File: src/rtl/dmem_bus_bridge.sv
// Data-memory bridge: turns the core's single-cycle load/store into a valid/ready
// bus transaction, stalls the core until completion and flags bus timeouts.
module dmem_bus_bridge #(
  parameter int unsigned TIMEOUT_CYCLES = 255
) (
  input  logic        clk,
  input  logic        resetn,
  input  logic        core_req,
  input  logic [31:0] core_addr,
  input  logic [31:0] core_wdata,
  input  logic [3:0]  core_wmask,
  output logic [31:0] core_rdata,
  output logic        core_stall,
  output logic        core_done,
  output logic        core_err,
  output logic        mem_valid,
  output logic [31:0] mem_addr,
  output logic [31:0] mem_wdata,
  output logic [3:0]  mem_wstrb,
  input  logic        mem_ready,
  input  logic [31:0] mem_rdata
);

  localparam logic [1:0] ST_IDLE = 2'd0;
  localparam logic [1:0] ST_BUS  = 2'd1;
  localparam logic [1:0] ST_DONE = 2'd2;

  localparam int CNT_W = (TIMEOUT_CYCLES > 32'd0) ? $clog2(TIMEOUT_CYCLES + 32'd1) : 1;
  localparam logic [CNT_W-1:0] CNT_MAX  = {CNT_W{1'b1}};
  localparam logic [CNT_W-1:0] CNT_LAST = (TIMEOUT_CYCLES != 32'd0) ?
                                          CNT_W'(TIMEOUT_CYCLES - 32'd1) : {CNT_W{1'b0}};

  logic [1:0]       state_r;
  logic [1:0]       state_nxt_s;
  logic [CNT_W-1:0] cnt_r;
  logic [31:0]      addr_r;
  logic [31:0]      wdata_r;
  logic [3:0]       wstrb_r;
  logic [31:0]      rdata_r;
  logic             err_r;
  logic             timeout_s;
  logic             stall_s;
  logic             unused_s;

  // Byte offset is irrelevant on a word-wide bus.
  assign unused_s  = ^core_addr[1:0];
  assign timeout_s = (TIMEOUT_CYCLES != 32'd0) && (cnt_r == CNT_LAST);

  // Next-state selection; ready takes priority over an expiring timeout.
  always_comb begin
    state_nxt_s = state_r;
    case (state_r)
      ST_IDLE: begin
        if (core_req) state_nxt_s = ST_BUS;
        else          state_nxt_s = ST_IDLE;
      end
      ST_BUS: begin
        if (mem_ready)      state_nxt_s = ST_DONE;
        else if (timeout_s) state_nxt_s = ST_DONE;
        else                state_nxt_s = ST_BUS;
      end
      ST_DONE: state_nxt_s = ST_IDLE;
      default: state_nxt_s = ST_IDLE;
    endcase
  end

  // Stall decode: in IDLE the request itself must hold the core for one cycle.
  always_comb begin
    stall_s = 1'b0;
    case (state_r)
      ST_IDLE: stall_s = core_req;
      ST_BUS:  stall_s = 1'b1;
      ST_DONE: stall_s = 1'b0;
      default: stall_s = 1'b0;
    endcase
  end

  // State register.
  always_ff @(posedge clk or negedge resetn) begin
    if (!resetn) state_r <= ST_IDLE;
    else         state_r <= state_nxt_s;
  end

  // Request latches, wait counter, read-data capture and error flag.
  always_ff @(posedge clk or negedge resetn) begin
    if (!resetn) begin
      addr_r  <= 32'd0;
      wdata_r <= 32'd0;
      wstrb_r <= 4'd0;
      rdata_r <= 32'd0;
      err_r   <= 1'b0;
      cnt_r   <= {CNT_W{1'b0}};
    end else begin
      case (state_r)
        ST_IDLE: begin
          if (core_req) begin
            addr_r  <= {core_addr[31:2], 2'b00};
            wdata_r <= core_wdata;
            wstrb_r <= core_wmask;
            err_r   <= 1'b0;
            cnt_r   <= {CNT_W{1'b0}};
          end
        end
        ST_BUS: begin
          if (mem_ready) begin
            if (wstrb_r == 4'd0) rdata_r <= mem_rdata;
          end else if (timeout_s) begin
            err_r <= 1'b1;
            if (wstrb_r == 4'd0) rdata_r <= 32'd0;
          end else if (cnt_r != CNT_MAX) begin
            cnt_r <= cnt_r + {{(CNT_W-1){1'b0}}, 1'b1};
          end
        end
        ST_DONE: begin
          err_r <= err_r;
        end
        default: begin
          err_r <= 1'b0;
        end
      endcase
    end
  end

  // Outputs are decodes of registered state so mem_ready never reaches the core directly.
  assign mem_valid  = (state_r == ST_BUS);
  assign mem_addr   = addr_r;
  assign mem_wdata  = wdata_r;
  assign mem_wstrb  = wstrb_r;
  assign core_rdata = rdata_r;
  assign core_done  = (state_r == ST_DONE);
  assign core_err   = (state_r == ST_DONE) && err_r;
  assign core_stall = stall_s;

endmodule
File: config.mk
export PLATFORM = sky130hd
export DESIGN_NAME = dmem_bus_bridge
export DESIGN_NICKNAME = d
export VERILOG_FILES = /design/src/rtl/dmem_bus_bridge.sv
export SDC_FILE = /design/constraint.sdc
export NUM_CORES = 1
export LEC_CHECK = 0
export CELL_PAD_IN_SITES_DETAIL_PLACEMENT = 1
export CELL_PAD_IN_SITES_GLOBAL_PLACEMENT = 2
export CORE_ASPECT_RATIO = 1.5
export CORE_MARGIN = 2
export CORE_UTILIZATION = 27
export CTS_BUF_LIST = sky130_fd_sc_hd__clkbuf_8 sky130_fd_sc_hd__clkbuf_16
export DETAILED_ROUTE_END_ITERATION = 10
export PLACE_DENSITY_LB_ADDON = 0.1
export SYNTH_ARGS = -nofsm -noshare
export SYNTH_HDL_FRONTEND = slang
export SYNTH_SLANG_ARGS = --single-unit
File: constraint.sdc
create_clock -name clk -period 2.1 [get_ports clk]
set_clock_uncertainty 0.15 [all_clocks]
set_input_delay 0.21 -clock clk [delete_from_list [all_inputs] [get_ports clk]]
set_output_delay 0.21 -clock clk [all_outputs]
set_load 0.05 [all_outputs]
* After elaboration in Yosys (flattened, before gate mapping)
Cells that the tools add are included.
** Storage, ports and cells
- Register bits after elaboration :: 109
- Bits of input ports :: 104
- Output and inout bits :: 104
- Logic and storage cells :: 45
** Cells by class
- $add $sub $neg :: 1
- Equality and inequality tests :: 9
- Mux-type cells :: 18
- Bitwise logic cells :: 1
- Reduce and logical (&&, ||, !) cells :: 9
** Operators with widths (count)
- 32-bit 2-to-1 mux :: 4
- 8-bit 2-to-1 mux :: 4
- 8-bit case mux with 2 select lines :: 1
- 8-bit by 1-bit adder with 8-bit output, second input constant :: 1
- 8-bit == test, second input constant :: 1
- 8-bit != test, second input constant :: 1
- 2-bit != test, second input constant :: 3
- 5-bit AND reduction :: 1
- 4-bit zero test :: 1
- 1-bit 2-to-1 mux :: 4
- 2-bit 2-to-1 mux :: 2
- 2-bit by 1-bit != test with 1-bit output, second input constant :: 2
- 2-bit case mux with 2 select lines :: 1
- 4-bit AND reduction :: 1
- 2-bit nonzero test :: 2
- 1-bit case mux with 3 select lines :: 1
- 3-bit AND reduction :: 1
- 2-bit by 1-bit == test with 1-bit output, second input constant :: 1
- 2-bit == test, second input constant :: 1
- 2-bit zero test :: 1
- 1-bit case mux with 2 select lines :: 1
- 2-bit AND reduction :: 1
- 1-bit logical AND :: 1
- 1-bit NOT :: 1

* Logic depth before layout (Yosys ltp)
Gate-level depths: netlist (run 1).
- Depth after elaboration :: 5
- Mapped depth :: 6
- Depth with buffers taken out :: 5

* Worst setup path after synthesis (run 1)
No wires, ideal clock.
- Path kind :: register -> output
- Start point :: register state_r[0]
- End point :: output core_err
- Data arrival time :: 1710 ps
- Data required time :: 1740 ps
- Setup slack :: 30 ps
- Cell stages (with the launch flop) :: 3
- Path buffers :: 0
- Cells stage by stage :: dfrtp_1 > nor2b_1 > and2_1
** Between the ends
- Cells in the longest elaborated chain, start to end :: 2
** RTL lines
- start: declaration :: RTL line 33 : logic [1:0] state_r;
- start signal: assignment :: RTL line 81 : else state_r <= state_nxt_s;
- 2-bit == test
- named net core_done :: RTL line 14 : output logic core_done,
- 1-bit logical AND :: RTL line 131 : assign core_err = (state_r == ST_DONE) && err_r;
- end: declaration :: RTL line 15 : output logic core_err,
The timed path passes the listed nets, and every way through them passes these cells.

* Worst setup path in the final report (run 1)
- Start point :: register wstrb_r[0] (netlist: mem_wstrb[0])
- End point :: output mem_wstrb[0]
** RTL lines
- start: declaration :: RTL line 38 : logic [3:0] wstrb_r;
- start signal: assignment :: RTL line 99 : wstrb_r <= core_wmask;
- end: declaration :: RTL line 19 : output logic [3:0] mem_wstrb,
No word-level cell between the ends.

==> results of run 1 <==
cell families after synthesis:
kind of cell | Yosys count | share of synthesized area, %
AND/OR/NAND/NOR | 36 | 4.51
multiplexers | 72 | 20.6
flip-flops | 109 | 56.8
AO/OA/AOI/OAI | 77 | 13.7
other | 1 | 0.0781
adder cells (fa/ha/maj) | 2 | 0.521
buffers and inverters | 26 | 3.80
worst paths after layout:
| path | cells after the start | to | slack, ns | from |
|---|---|---|---|---|
| worst max-delay path | 1 | mem_wstrb[0] | 0.11 | mem_wstrb[0] |
| worst min-delay path | 2 | mem_addr[15] | 0.15 | resetn |
| worst max register to register | 4 | core_rdata[7] | 0.31 | mem_wstrb[1] |
| worst min register to register | 1 | cnt_r[5] | 0.34 | cnt_r[5] |
| max in group asynchronous | 3 | core_rdata[31] | 0.94 | resetn |
| min in group clk | 2 | mem_wdata[10] | 0.29 | core_wdata[10] |
layout make-up:
type                            instances  area, sq um  share of cell area, %
Sequential cell                       109         2730                   36.8
Clock inverter                          7         70.1                  0.946
Tap cell                              213          267                   3.60
Clock buffer                            9          225                   3.04
Multi-Input combinational cell        189         1910                   25.8
Timing Repair Buffer                  214         2190                   29.6
Inverter                                3         11.3                  0.152
cells in the final DEF (no fill, tap or decap), types with 2 or more instances in the layout:
cell type        netlist  routed
a221o_1               32      32
nand3_1                3       3
mux2i_1                6       6
nor2_1                 6       6
clkbuf_16              0       9
conb_1                 1       2
dfrtp_1              109     109
clkinv_4               0       2
o2111ai_1              2       2
a21boi_0              32      32
a31oi_1                3       2
mux2_1                16      16
buf_4                  3       8
buf_12                 0       7
ha_1                   2       2
inv_1                  2       2
inv_6                  0       2
mux2_4                50      50
clkdlybuf4s50_1        0     198
nand2_1                6       6
and2_1                 3       3
nand2b_1               4       4
and3_1                 5       5
registers in the layout, summed over array words and instances, names as in the netlist:
signal      count
core_rdata     32
mem_wdata      32
mem_addr       30
cnt_r           8
mem_wstrb       4
state_r         2
err_r           1
metrics by stage:
stage	total power [mW]	instances	area (sq um)	setup slack, ns	utilization (%)
2_1_floorplan	6.55	324	4810	0.0296	-
3_3_place_gp	8.41	727	7100	0.119	40.8
3_5_place_dp	8.48	727	7100	0.103	40.8
4_1_cts	10.3	744	7410	0.0828	42.5
5_1_grt	10.5	744	7410	0.0491	42.5
6_report	10.1	744	7410	0.114	42.5
power by group through the flow:
stage                     logic (mW)  clock network (mW)  registers (mW)
final                           5.25                1.70            3.14
after global routing            5.46                1.85            3.23
after CTS                       5.32                1.79            3.15
after detailed placement        5.30                   0            3.18
after global placement          5.27                   0            3.14
after floorplan                 1.28                   0            5.27
metal layers:
layer | vias to the layer above | GRT usage, % | routed length [microns]
li1 | 1609 | - | -
met1 | 1817 | 17.9 | 5590
met2 | 90 | 27.1 | 7610
met3 | 7 | 2.90 | 647
met4 | 0 | 3.98 | 140
met5 | - | 0 | 0
==> results.md, run 1 <==
- Status: finished with violations
- Violated checks: DRC
- Post-synthesis sequential area ratio: 56.8%
- CTS-repair resized insts: 0
- FILL cells: 1,808
- WHS: 0.154 ns
- First-pass detailed-route iteration total: 9
- Area contributors post-synth: dfrtp_1, mux2_4, a221o_1
- Netlist Area Pre-Place: 0.00480 sq mm
- Chip height: about 170 microns
- Seq pwr share: 31.1%
- DRC: 14
- Routed via count: about 3.5k
- Ports: 208
- Layout area overhead: 54.2%
- Hpwl dp: 9960 microns
- # Max-Cap Violations: 0
- FMAX: 503 MHz
- Cell count after synthesis: 323
- Number of global-route vias before repair: 3,798
- Number of synthesized flops with an enable pin: 0
- Largest net degree at the start of global routing: 61
- Final Net Count: roughly 630
- Worst stage delay on the critical path: ~0.86 ns
- Yosys top cell by area: dfrtp_1
- CP Data Arrival Time: 1.63 ns
- # rows: 59
- Worst setup SP type: flop
- Synth cell count leaders: dfrtp_1, mux2_4, a21boi_0, a221o_1, mux2_1
- Clock share of power: 16.8%
- Worst Hold Class: primary input to async pin
- Slowest CP cell: clkdlybuf4s50_1
- Gr ovfl total: 0
- CTS tree: yes
- Via-to-Cell Ratio: between 4 and 5
- # Post-CTS Setup Buffers: 0
- Total wire length: about 14,000 microns
- Count of cell types in the netlist: 39
- Worst skew pair latency: 0.35 ns
- Core footprint: 0.0174 sq mm
- CTS max path bufs: 2
- Routability-driven placement congestion ratio: 0.746
- Req. time, crit path: 1.74 ns
- CP Buf/Inv Count: 1
- Min Tclk post-route: 1.99 ns
- Worst vdd ir: between 0.0005 and 0.0006 V
- N_diodes: 0
- Cell with the most instances after synthesis: dfrtp_1
- Yosys reg bits: 109
- Sw power: 4.44 mW
- Top_reg_cell synth: dfrtp_1
- Die Wd: 113 microns
- Initial Utilization: ~28%
- Combinational power share: 52.1%
- Critical path capture point type: output port
- Crit-path cells: clkdlybuf4s50_1
- Max-slew violation total from the final report: 0
- Sink Count: 109
- Synthesis Warnings: 0
- Final Hold Fails: 0
- Layout cell share with drive strength beyond 1: 16.4%
- Net Sw Frac: a little over two fifths
- Remaining antenna violation count: 0
- Full die area: 0.0189 sq mm
- Syn avg cell area: 14.9 sq um
- RSZ-0062 raised after global routing: no
- Peak fanout along the critical path: 3
- Antenna violations before repair: 0
- Slew margin rel.: ~63%
- Internal Power: 5.66 mW
- First DRT Iteration DRCs: around 130
- Total CTS buffers: 9
- All-Layer GR Usage: 14.9%
- First-pass GRT wire length: 21,900 microns
- CTS Root Cell: clkbuf_16
- Hold-fix buffers, CTS: 1
- WL/cell: 18.8 microns
- Asr flop ratio synth: 100%
- Post-synth top area share: 56.8%
- CTS clk-pin slew, worst paths: 0.09 ns
- Period utilization: roughly 95%
- Kind of critical path: flop to output port
- Setup_tns: 0 ns
- PwrDens: 1360 mW/mm^2
- H-tree Lvls: 3
- Slew @ Worst Pin: 0.556 ns
- Pleak: around 3.1 nW
- I/O Buffers: 203
- Delay-heaviest family, CP: buffers and inverters
- Final setup violation count: 0
(Power assumes the default switching activity.)
==> inputs of run 2 (changes only) <==
MAX_ROUTING_LAYER = met4   (was default)
==> results.md, run 2 (synthesized netlist as in run 1, its figures left out) <==
- Remaining antenna violation count: 0 (unchanged)
- Net Sw Frac: 43.9% (about the same)
- Crit-path cells: clkdlybuf4s50_1 (unchanged)
- CTS tree: yes (unchanged)
- All-Layer GR Usage: 15.4% (was 14.9%)
- PwrDens: 1360 mW/mm^2 (about the same)
- CTS max path bufs: 2 (unchanged)
- Sw power: 4.43 mW (was 4.44 mW)
- CP Buf/Inv Count: 1 (unchanged)
- FMAX: 504 MHz (was 503 MHz)
- Setup_tns: 0 ns (unchanged)
- Instance count on the critical path: 1 (unchanged)
- Min Tclk post-route: 1.98 ns (was 1.99 ns)
- Combinational power share: 52.1% (about the same)
- Via-to-Cell Ratio: 4.74 (about the same)
- Pleak: 3.12 nW (unchanged)
- Violated checks: DRC (unchanged)
- Routability-driven placement congestion ratio: 0.755 (was 0.746)
- First-pass detailed-route iteration total: 9 (unchanged)
- Initial Utilization: 27.6% (unchanged)
- # Post-CTS Setup Buffers: 0 (unchanged)
- Routed via count: 3,526 (was 3,523)
- Req. time, crit path: 1.74 ns (about the same)
- Sink Count: 109 (unchanged)
- Worst R2R Path Depth: 4 (unchanged)
- CP Data Arrival Time: 1.62 ns (was 1.63 ns)
- I/O Buffers: 203 (unchanged)
- WHS: 0.159 ns (was 0.154 ns)
- CTS clk-pin slew, worst paths: 0.08 ns (was 0.09 ns)
- Final Net Count: 632 (unchanged)
- Gr ovfl total: 0 (unchanged)
- Clock share of power: 16.8% (about the same)
- WL/cell: 18.8 microns (about the same)
- Ports: 208 (unchanged)
- Internal Power: 5.66 mW (about the same)
- Worst vdd ir: 0.000577 V (about the same)
- Largest net degree at the start of global routing: 61 (unchanged)
- Max-slew violation total from the final report: 0 (unchanged)
- Antenna violations before repair: 0 (unchanged)
- N_diodes: 0 (unchanged)
- Kind of critical path: flop to output port (unchanged)
- Period utilization: 94.4% (was 94.6%)
- Hpwl dp: 9960 microns (unchanged)
- Slew @ Worst Pin: 0.561 ns (was 0.556 ns)
- # rows: 59 (unchanged)
- Commonest non-fill, non-tap cell in the layout: clkdlybuf4s50_1 (unchanged)
- Total wire length: 14,000 microns (about the same)
- CTS Root Cell: clkbuf_16 (unchanged)
- Chip height: 167 microns (unchanged)
- Worst Hold Class: primary input to async pin (unchanged)
- Final Hold Fails: 0 (unchanged)
- First DRT Iteration DRCs: 159 (was 131)
- Layout cell share with drive strength beyond 1: 16.4% (unchanged)
- Die Wd: 113 microns (unchanged)
- CTS-repair resized insts: 0 (unchanged)
- Core footprint: 0.0174 sq mm (unchanged)
- Number of global-route vias before repair: 3,796 (was 3,798)
- Status: finished with violations (unchanged)
- Delay-heaviest family, CP: buffers and inverters (unchanged)
- Worst skew pair latency: 0.35 ns (about the same)
- R2R setup slack: 0.31 ns (about the same)
- Final setup violation count: 0 (unchanged)
- Full die area: 0.0189 sq mm (unchanged)
- Layout area overhead: 54.2% (unchanged)
- Peak fanout along the critical path: 3 (unchanged)
- First-pass GRT wire length: 21,900 microns (about the same)
- RSZ-0062 raised after global routing: no (unchanged)
- Critical path capture point type: output port (unchanged)
- Most frequent cells in the layout: clkdlybuf4s50_1, dfrtp_1, mux2_4, a21boi_0, a221o_1 (unchanged)
- Seq pwr share: 31.1% (about the same)
- Worst stage delay on the critical path: 0.86 ns (about the same)
- DRC: 14 (unchanged)
- H-tree Lvls: 3 (unchanged)
- Slew margin rel.: 62.5% (was 62.8%)
- # Max-Cap Violations: 0 (unchanged)
- Total CTS buffers: 9 (unchanged)
- Hold-fix buffers, CTS: 1 (unchanged)
- Slowest CP cell: clkdlybuf4s50_1 (unchanged)
- Worst setup SP type: flop (unchanged)
-- run 2: cell counts in the layout (fill, tap and decap cells not counted) --
Identical to the previous run, type by type.
-- run 2: metrics by stage --
| stage | setup WS (ns) | util, % | power [mW] | area, sq um | std cells |
|---|---|---|---|---|---|
| 3_5_place_dp | 0.103 | 40.8 | 8.48 | 7100 | 727 |
| 2_1_floorplan | 0.0296 | - | 6.55 | 4810 | 324 |
| 3_3_place_gp | 0.119 | 40.8 | 8.41 | 7100 | 727 |
| 4_1_cts | 0.0828 | 42.5 | 10.3 | 7410 | 744 |
| 5_1_grt | 0.0491 | 42.5 | 10.6 | 7410 | 744 |
| 6_report | 0.117 | 42.5 | 10.1 | 7410 | 744 |
-- run 2: final timing paths --
check | from | endpoint
hold / removal | resetn | mem_addr[15]
setup / recovery | mem_wstrb[0] | mem_wstrb[0]
hold reg to reg | cnt_r[5] | cnt_r[5]
min in group clk | core_wdata[10] | mem_wdata[10]
setup reg to reg | mem_wstrb[1] | core_rdata[7]
max in group asynchronous | resetn | core_rdata[31]
-- run 2: cell type report --
class	instances	area, sq um
Sequential cell	109	2730
Clock buffer	9	225
Clock inverter	7	70.1
Fill cell	1808	10000
Inverter	3	11.3
Tap cell	213	267
Multi-Input combinational cell	189	1910
Timing Repair Buffer	214	2190
-- run 2: power by group through the flow --
| stage | sequential, mW | combinational, mW | clock (mW) |
|---|---|---|---|
| after detailed placement | 3.18 | 5.30 | 0 |
| final | 3.14 | 5.25 | 1.70 |
| after floorplan | 5.27 | 1.28 | 0 |
| after global placement | 3.14 | 5.27 | 0 |
| after CTS | 3.15 | 5.32 | 1.79 |
| after global routing | 3.23 | 5.47 | 1.85 |
-- run 2: per-layer routing --
layer	up-vias	track usage, %	share of wire [%]
met2	92	27.1	55
met4	0	3.98	0.96
li1	1608	-	-
met5	-	-	0
met3	9	2.82	4.5
met1	1817	18.0	40
==> inputs of run 3 (changes only) <==
CORE_MARGIN = 4   (was 2)
==> results.md, run 3 (synthesized netlist as in run 1, its figures left out) <==
- Min Tclk post-route: 1.97 ns (was 1.98 ns)
- Critical R2R Launch: state_r[0] (was mem_wstrb[1])
- First-pass GRT wire length: 22,300 microns (was 21,900 microns)
- FMAX: 506 MHz (was 504 MHz)
- # rows: 59 (unchanged)
- Ports: 208 (unchanged)
- Sink Count: 109 (unchanged)
- Peak fanout along the critical path: 3 (unchanged)
- DRC: 0 (was 14)
- Full die area: 0.0200 sq mm (was 0.0189 sq mm)
- Worst skew pair latency: 0.35 ns (about the same)
- Layout cell share with drive strength beyond 1: 16.2% (was 16.4%)
- Gr ovfl total: 0 (unchanged)
- Tot Pwr: 10.4 mW (was 10.1 mW)
- CP Buf/Inv Count: 1 (unchanged)
- # Post-CTS Setup Buffers: 0 (unchanged)
- Antenna violations before repair: 0 (unchanged)
- Worst setup SP type: flop (unchanged)
- Instance count on the critical path: 1 (unchanged)
- Final Net Count: 632 (unchanged)
- Critical path capture point type: output port (unchanged)
- PwrDens: 1390 mW/mm^2 (was 1360 mW/mm^2)
- H-tree Lvls: 3 (unchanged)
- Worst stage delay on the critical path: 0.85 ns (was 0.86 ns)
- Slew @ Worst Pin: 0.565 ns (was 0.561 ns)
- CTS clk-pin slew, worst paths: 0.07 ns (was 0.08 ns)
- Hold-fix buffers, CTS: 1 (unchanged)
- Period utilization: 94.0% (was 94.4%)
- CP Data Arrival Time: 1.61 ns (was 1.62 ns)
- Slew margin rel.: 62.2% (was 62.5%)
- # Max-Cap Violations: 0 (unchanged)
- CTS max path bufs: 2 (unchanged)
- Chip height: 171 microns (was 167 microns)
- Worst R2R Path Depth: 3 (was 4)
- Crit-path cells: clkdlybuf4s50_1 (unchanged)
- N_diodes: 0 (unchanged)
- Hpwl dp: 10,600 microns (was 9960 microns)
- Slowest CP cell: clkdlybuf4s50_1 (unchanged)
- Status: completed (was finished with violations)
- Total CTS buffers: 9 (unchanged)
- Req. time, crit path: 1.74 ns (about the same)
- RSZ-0062 raised after global routing: no (unchanged)
- First DRT Iteration DRCs: 134 (was 159)
- Routed via count: 3,530 (was 3,526)
- Reg2reg end: mem_wstrb[3] (was core_rdata[7])
- Total wire length: 14,600 microns (was 14,000 microns)
- Layout area overhead: 55.8% (was 54.2%)
- Core footprint: 0.0174 sq mm (unchanged)
- Commonest non-fill, non-tap cell in the layout: clkdlybuf4s50_1 (unchanged)
- I/O Buffers: 203 (unchanged)
- Most frequent cells in the layout: clkdlybuf4s50_1, dfrtp_1, mux2_4, a21boi_0, a221o_1 (unchanged)
- All-Layer GR Usage: 15.0% (was 15.4%)
- First-pass detailed-route iteration total: 4 (was 9)
- Die Wd: 117 microns (was 113 microns)
- Kind of critical path: flop to output port (unchanged)
- Final Hold Fails: 0 (unchanged)
- Worst Hold Class: primary input to async pin (unchanged)
- Setup_tns: 0 ns (unchanged)
- Remaining antenna violation count: 0 (unchanged)
- Number of global-route vias before repair: 3,879 (was 3,796)
- Worst vdd ir: 0.000612 V (was 0.000577 V)
- Pleak: 3.14 nW (was 3.12 nW)
- Routability-driven placement congestion ratio: 0.724 (was 0.755)
- Delay-heaviest family, CP: buffers and inverters (unchanged)
- Initial Utilization: 27.6% (unchanged)
- CTS Root Cell: clkbuf_16 (unchanged)
- CTS tree: yes (unchanged)
- Final setup violation count: 0 (unchanged)
- Largest net degree at the start of global routing: 47 (was 61)
- CTS-repair resized insts: 0 (unchanged)
- Via-to-Cell Ratio: 4.75 (was 4.74)
- R2R setup slack: 0.29 ns (was 0.31 ns)
- WL/cell: 19.7 microns (was 18.8 microns)
- Max-slew violation total from the final report: 0 (unchanged)
run 3: power by group:
part	internal [mW]	switching (mW)	total (mW)
registers	2.73	0.421	3.15
logic	2.10	3.17	5.26
clock network	1.16	0.798	1.96
total	5.98	4.38	10.4
run 3: per-layer routing:
metal  part of all wire, %  vias to the layer above  track usage, %
met5                     0                        -               -
met1                    41                     1794            18.3
met2                    52                      120            24.8
met3                   5.8                       10            3.10
met4                   1.2                        0            4.49
li1                      -                     1606               -
run 3: worst max-delay path by stage:
stage	startpoint	to	slack, ns
2_1_floorplan	state_r[0]	core_err	0.03
3_3_place_gp	core_req	mem_wstrb[1]	0.11
3_5_place_dp	core_req	mem_wstrb[3]	0.08
4_1_cts	mem_wstrb[3]	mem_wstrb[3]	0.09
5_1_grt	mem_wstrb[3]	mem_wstrb[3]	0.06
6_report	mem_wstrb[3]	mem_wstrb[3]	0.13
run 3: per-stage QoR:
step	std cells	area [sq um]	util, %	hold slack, ns	worst slack (ns)
final	743	7480	43.0	0.210	0.125
after global routing	743	7480	43.0	0.241	0.0624
after CTS	743	7480	43.0	0.218	0.0877
after detailed placement	727	7140	41.0	0.0496	0.0756
after global placement	727	7140	41.0	0.0456	0.112
after floorplan	324	4810	-	-0.236	0.0296
run 3: final cells by class:
cell class                 count  area [sq um]
timing repair buffer         214          2220
clock buffer                   9           225
multi-input combinational    189          1920
tap                          213           267
clock inverter                 6           113
fill                        1797          9940
inverter                       3          11.3
sequential                   109          2730
